--- config.mk ---
export PLATFORM = sky130hd
export DESIGN_NAME = pipe_ctrl
export DESIGN_NICKNAME = d
export VERILOG_FILES = /design/src/rtl/pipe_ctrl.sv
export SDC_FILE = /design/constraint.sdc
export NUM_CORES = 1
export LEC_CHECK = 0
export BUFFER_PORTS_ARGS = -buffer_cell sky130_fd_sc_hd__buf_4
export CORE_ASPECT_RATIO = 1.2
export CORE_UTILIZATION = 49
export CTS_CLUSTER_DIAMETER = 50
export CTS_CLUSTER_SIZE = 28
export DETAILED_ROUTE_END_ITERATION = 12
export PLACE_DENSITY = 0.86
export SLEW_MARGIN = 25
export SYNTH_ARGS = -nofsm -noshare
export SYNTH_HDL_FRONTEND = slang
export SYNTH_SLANG_ARGS = --single-unit
--- constraint.sdc ---
create_clock -name clk -period 6.35 [get_ports clk]
set_clock_uncertainty 0.2 [all_clocks]
set_input_delay 0.635 -clock clk [delete_from_list [all_inputs] [get_ports clk]]
set_output_delay 0.635 -clock clk [all_outputs]
set_load 0.01 [all_outputs]
--- src/rtl/pipe_ctrl.sv ---
// Pipeline hazard / redirect controller.
// Combines stall requests from ID, EX and MEM into per-stage hold enables,
// inserts bubbles on taken branches, and sequences trap entry / mret return
// through a short drain so older instructions retire before the redirect.
module pipe_ctrl (
  input  logic        clk,
  input  logic        rst,
  input  logic        stallreq_id,
  input  logic        stallreq_ex,
  input  logic        stallreq_mem,
  input  logic        branch_flag_i,
  input  logic [31:0] branch_addr_i,
  input  logic        trap_req_i,
  input  logic [31:0] trap_vec_i,
  input  logic        mret_i,
  input  logic [31:0] mepc_i,
  input  logic        cnt_clr_i,
  output logic [4:0]  stalled_o,
  output logic [2:0]  flush_o,
  output logic        pc_set_o,
  output logic [31:0] pc_addr_o,
  output logic        trap_ack_o,
  output logic [15:0] stall_cnt_o
);

  // Hold-enable patterns: each stall source freezes its own stage and
  // everything upstream of it.
  localparam logic [4:0] HOLD_NONE = 5'b00000;
  localparam logic [4:0] HOLD_ID   = 5'b00011;
  localparam logic [4:0] HOLD_EX   = 5'b00111;
  localparam logic [4:0] HOLD_MEM  = 5'b01111;

  // Bubble patterns: a branch squashes the two younger stages, a trap
  // squashes everything still in flight ahead of MEM/WB.
  localparam logic [2:0] FLUSH_NONE   = 3'b000;
  localparam logic [2:0] FLUSH_BRANCH = 3'b011;
  localparam logic [2:0] FLUSH_TRAP   = 3'b111;

  typedef enum logic [1:0] {
    IDLE  = 2'd0,
    DRAIN = 2'd1,
    ENTER = 2'd2
  } state_t;

  state_t      state;
  logic [31:0] target;
  logic [15:0] stall_cnt;

  logic [4:0]  stalled;
  logic [2:0]  flush;
  logic        pc_set;
  logic [31:0] pc_addr;
  logic        trap_ack;
  logic        redirect_req;
  logic        branch_ok;

  // Saturating increment for the stall counter.
  function automatic logic [15:0] sat_inc(input logic [15:0] v);
    if (v == 16'hFFFF) begin
      sat_inc = v;
    end else begin
      sat_inc = v + 16'd1;
    end
  endfunction

  // While a trap/mret is being accepted or drained, EX is held so the
  // faulting context stays put; MEM additionally holds on a bus wait.
  function automatic logic [4:0] drain_hold(input logic mem_wait);
    drain_hold = mem_wait ? HOLD_MEM : HOLD_EX;
  endfunction

  // Plain stall priority: the deepest requesting stage decides the pattern.
  function automatic logic [4:0] stall_prio(input logic id_req,
                                            input logic ex_req,
                                            input logic mem_req);
    if (mem_req) begin
      stall_prio = HOLD_MEM;
    end else if (ex_req) begin
      stall_prio = HOLD_EX;
    end else if (id_req) begin
      stall_prio = HOLD_ID;
    end else begin
      stall_prio = HOLD_NONE;
    end
  endfunction

  assign redirect_req = trap_req_i | mret_i;
  // A branch is only acted on when EX itself is free to move; otherwise EX
  // keeps presenting it and it is taken later.
  assign branch_ok    = branch_flag_i & ~stallreq_ex & ~stallreq_mem;

  // Output decode from current state and live requests; reset forces all quiet.
  always_comb begin
    stalled  = HOLD_NONE;
    flush    = FLUSH_NONE;
    pc_set   = 1'b0;
    pc_addr  = 32'h0;
    trap_ack = 1'b0;
    case (state)
      IDLE: begin
        if (redirect_req) begin
          stalled = drain_hold(stallreq_mem);
        end else if (branch_ok) begin
          pc_set  = 1'b1;
          pc_addr = branch_addr_i;
          flush   = FLUSH_BRANCH;
        end else begin
          stalled = stall_prio(stallreq_id, stallreq_ex, stallreq_mem);
        end
      end
      DRAIN: begin
        stalled = drain_hold(stallreq_mem);
      end
      ENTER: begin
        pc_set   = 1'b1;
        pc_addr  = target;
        flush    = FLUSH_TRAP;
        trap_ack = 1'b1;
      end
      default: begin
        stalled = HOLD_NONE;
      end
    endcase
    if (rst) begin
      stalled  = HOLD_NONE;
      flush    = FLUSH_NONE;
      pc_set   = 1'b0;
      pc_addr  = 32'h0;
      trap_ack = 1'b0;
    end
  end

  assign stalled_o   = stalled;
  assign flush_o     = flush;
  assign pc_set_o    = pc_set;
  assign pc_addr_o   = pc_addr;
  assign trap_ack_o  = trap_ack;
  assign stall_cnt_o = rst ? 16'h0 : stall_cnt;

  // Trap/mret sequencer: latch the redirect target, wait out bus waits, redirect.
  always_ff @(posedge clk) begin
    if (rst) begin
      state  <= IDLE;
      target <= 32'h0;
    end else begin
      case (state)
        IDLE: begin
          if (trap_req_i) begin
            target <= trap_vec_i;
            state  <= DRAIN;
          end else if (mret_i) begin
            target <= mepc_i;
            state  <= DRAIN;
          end
        end
        DRAIN: begin
          if (!stallreq_mem) begin
            state <= ENTER;
          end
        end
        ENTER: begin
          state <= IDLE;
        end
        default: begin
          state <= IDLE;
        end
      endcase
    end
  end

  // Stall-cycle counter: clear has priority, otherwise count any held cycle.
  always_ff @(posedge clk) begin
    if (rst) begin
      stall_cnt <= 16'h0;
    end else if (cnt_clr_i) begin
      stall_cnt <= 16'h0;
    end else if (stalled != HOLD_NONE) begin
      stall_cnt <= sat_inc(stall_cnt);
    end
  end

endmodule

; ---- Word-level counts from Yosys, hierarchy flattened
; Index checks and enable logic that the tools add are counted.
[totals]
regBits = 50
out_inout_bits = 58
word_cells = 51
[op_classes]
addsub = 1
eq_ne = 5
mux = 29
n_bitwise = 6
reduce_logical = 7
[op_table]
columns = operator, n
row1 = two-way mux 32 bit, 5
row2 = case mux 32 bit (2 select lines), 1
row3 = adder 16 x 1 -> 16 bit (second input constant), 1
row4 = == test 16 bit (second input constant), 1
row5 = two-way mux 16 bit, 1
row6 = two-way mux 4 bit, 4
row7 = two-way mux 2 bit, 6
row8 = case mux 4 bit (2 select lines), 1
row9 = two-way mux 3 bit, 2
row10 = case mux 3 bit (2 select lines), 1
row11 = AND reduction 2 bit, 3
row12 = two-way mux 1 bit, 5
row13 = two-way mux 5 bit, 1
row14 = nonzero test 5 bit, 1
row15 = case mux 2 bit (2 select lines), 1
row16 = != test 3 bit (second input constant), 1
row17 = inverter 1 bit, 3
row18 = bitwise AND 1 bit, 2
row19 = == test 2 x 1 -> 1 bit (second input constant), 1
row20 = == test 2 bit (second input constant), 1
row21 = zero test 2 bit, 1
row22 = != test 2 bit (second input constant), 1
row23 = case mux 1 bit (2 select lines), 1
row24 = nonzero test 2 bit, 1
row25 = 2 further kinds, 2

; ---- Longest topological paths before layout
[depth]
ltp_word = 9
mapped_depth = 7

; ---- Worst setup path before layout
; OpenSTA, ideal clock, no wires.
[synth_path]
kind = in2out
startpoint = input trap_req_i
endpoint = output pc_addr_o[10]
arrival_time_ns = 2.123
required_time_ns = 5.515
setup_slack_ns = 3.392
cell_stages = 6
n_path_buf = 2
cell_sequence = buf_6 > or4_4 > nor4b_4 > buf_6 > a22oi_2 > nor2_2
[synth_between]
elab_chain_cells = 4
[synth_rtl]
columns = element, line_no
row1 = "start, declared", 13  ; input logic trap_req_i,
row2 = OR 1 bit, 87  ; assign redirect_req = trap_req_i | mret_i;
row3 = two-way mux 32 bit, 101  ; if (redirect_req) begin
row4 = case mux 32 bit (2 select lines), 99  ; case (state)
row5 = two-way mux 32 bit, 124  ; if (rst) begin
row6 = "end, declared", 21  ; output logic [31:0] pc_addr_o,
; No other way between the ends.

; ---- Final worst setup path
[layout_path]
startpoint = input trap_req_i
endpoint = output pc_addr_o[0]
; The elaborated chain is that of the path after synthesis.

==> key figures <==
Min path
  • Instance count along the most critical hold path: 2
  • Type of the tightest min-delay check: reg -> reg

Setup path
  • Start-to-end type of the worst setup path: in -> out
  • Worst path arrival time: between 3000 and 4000 ps
  • Critical path fanouts, max: 34
  • Most numerous cell on the critical path: sky130_fd_sc_hd__buf_4
  • Category of the worst setup path capture point: output port
  • CP max stage cell: sky130_fd_sc_hd__nor4b_4
  • Max stage delay on crit path: 800 ps
  • Cell Chain, Critical Path: buf_4 -> or4_4 -> nor4b_4 -> buf_4 -> a22oi_1 -> nor2_1 -> buf_4
  • Launching element type of the critical path: input pin
  • Critical path data required time: 5510 ps
  • R2r worst-path depth: 5

Synth
  • Commonest cells post-synth: sky130_fd_sc_hd__nor2_1, sky130_fd_sc_hd__dfxtp_1, sky130_fd_sc_hd__mux2i_1
  • Most repeated cell in the gate-level netlist after synthesis: sky130_fd_sc_hd__nor2_1
  • Proportion of netlist area held by the largest area contributor: 0.318
  • Leading register cell type out of synthesis: sky130_fd_sc_hd__dfxtp_1
  • Post-synth net total: approximately 460
  • Sequential element share of the synthesized area: 0.318
  • Yosys Warn Count: 0
  • Number of synthesized register bits: 50
  • Synthesized area per cell: 8.83 um^2
  • Number of flops mapped to enable cells by yosys: 0
  • Cell area after technology mapping: 3150 um^2
  • Area contributors post-synth: sky130_fd_sc_hd__dfxtp_1, sky130_fd_sc_hd__a22oi_2, sky130_fd_sc_hd__mux2i_1
  • Number of instances in the synthesized netlist: 357
  • Distinct cell type count after synthesis: 40
  • Share of flip-flops with an asynchronous set or reset after synthesis: 0
  • Post-synth top area cell: sky130_fd_sc_hd__dfxtp_1

Placement
  • Count of port buffers added during placement: 161
  • Detailed placer's ending HPWL: 6930 um
  • GP Congestion: 0.821

Detailed routing
  • Per-cell routed wire length: 15.8 um
  • DRC: 0
  • DRC violation total after the first TritonRoute iteration: 100
  • Detailed Route WL: 9080 um
  • Detail Route Antenna Nets: 0
  • Via Count: 3,112
  • DR vias/cell: 5.41
  • Iteration count of the initial detailed-routing pass: 4

Cells and area
  • Number of filler cells placed in the layout: roughly 480
  • Final nets: roughly 600
  • Proportion of layout cells with a drive suffix above 1: 0.491
  • Area Overhead vs Synth: 41.1%
  • Count of inserted antenna diode cells: 0
  • Reg area: 1000 um^2
  • Area occupied by multi-input gates: 1950 um^2

STA
  • Setup TNS: 0 ps
  • Setup repair after global routing missed its margin: false
  • Crit share post-route: 0.645
  • Endpoints failing setup: 0
  • Transition time at the pin with the least slew margin: 1050 ps
  • Max Transition Viols Final: 0
  • Achievable frequency: 0.244 GHz
  • Post-layout min period: 4100 ps
  • Worst slew slack as a fraction of its limit: 0.298
  • Count of final hold-check violations: 0

Floorplan
  • Ports placed on the boundary: 163
  • Y dimension of the die: between 80 and 90 um
  • Die area: 6760 um^2
  • Rows: 31
  • Chip width: 75.2 um
  • Floorplan core area: 6130 um^2
  • Initial cell density of the core: 0.514

Global route
  • First-pass GRT wire length: 13,900 um
  • Largest net degree at the start of global routing: 55
  • Remaining Overflow, GRT: 0
  • Number of global-route vias before repair: 2,959
  • Total global routing track utilization: 0.264
  • Number of antenna violations at the first check in global routing: 0

Power and ir drop
  • Static Leak: 0.00187 uW
  • Post-route total power: about 800 uW
  • Pwr per Cell Area: 183 nW/um^2
  • IR Drop Worst-Case VDD: 0.000128 V

Clock network
  • Hold buffer count at CTS: 0
  • Count of buffers added by post-CTS timing repair for setup: 0
  • Number of levels the H-tree was split into: 2
  • Cts repair resizes: 0
  • Clock tree from TritonCTS: yes
  • Clock Sinks: 50
  • Buffer depth of the longest clock path: 2
  • Worst skew pair latency: 310 ps
  • CTS Root Cell: sky130_fd_sc_hd__clkbuf_8
  • Clock transition at the registers of the reported paths: ~90 ps
  • Number of buffers added by the clock tree synthesis step: 5

Run status
  • Status: finished, final reports clean

Job
  • Maximum Capacitance Violations: 0
-- registers in the layout, summed over array words and instances (netlist names) --
register   flops
target        32
state          2
stall_cnt     16
-- where the power goes --
group          leakage [uW]  switching (uW)  internal (uW)
clock network     0.0000714             106            168
logic               0.00139            89.2           86.3
registers          0.000412            23.0            341
-- cell families after synthesis --
family | synth area share
AOI/OAI and AO/OA | 0.229
xor gates and xnor gates | 0.0306
adders and majority gates | 0.00397
buffers and inverters | 0.0691
DFF | 0.318
muxes | 0.105
other | 0.00119
and+or+nand+nor | 0.244
-- stage by stage --
stage	instance area [um^2]	util	worst slack (ps)	cells	hold WS, ps
after global placement	4300	0.702	2320	567	296
after detailed placement	4300	0.702	2250	567	299
final	4450	0.726	2250	575	313
after floorplan	3150	-	3390	357	268
after CTS	4440	0.725	2250	575	314
after global routing	4450	0.726	2120	575	319
-- final timing paths --
| path | from | endpoint | slack [ps] |
|---|---|---|---|
| min reg2reg | target[21] | target[21] | 310 |
| max reg2reg | state[1] | stall_cnt[9] | 4140 |
| min | target[21] | target[21] | 310 |
| max | trap_req_i | pc_addr_o[0] | 2250 |
-- per-layer routing --
| metal | GRT usage | routed length [um] | vias to the layer above |
|---|---|---|---|
| met4 | 0.0864 | 262 | 0 |
| met2 | 0.483 | 4700 | 111 |
| met3 | 0.0717 | 678 | 20 |
| li1 | - | - | 1537 |
| met1 | 0.283 | 3450 | 1444 |
| met5 | 0 | 0 | - |
-- critical path, delay by kind of cell --
family	cells	cell delay [ps]
buffers and inverters	3	890
and+or+nand+nor	3	1570
AOI/OAI and AO/OA	1	150
-- cell usage in the layout (no fill, tap or decap), drive strengths merged, types with 2 or more instances in the layout --
cell type / n
nor3: 4
a31oi: 2
a211oi: 32
o21ai: 2
nor2: 89
xnor2: 11
nor4b: 4
clkbuf: 6
dfxtp: 50
mux2i: 33
or2: 3
inv: 5
nand3: 6
a22oi: 32
nor2b: 15
nor4: 6
buf: 164
bufinv: 2
nand2: 8
nand4: 5
a21oi: 2
-- cell type report --
class,count,share of cell area
multi-input cells,266,0.439
repair buffers,164,0.277
flip-flops and latches,50,0.225
well taps,82,0.0231
clock buffers,6,0.0186
clock inverters,2,0.0135
inverters,5,0.00422
No activity file was read; power rests on OpenSTA's default activity.
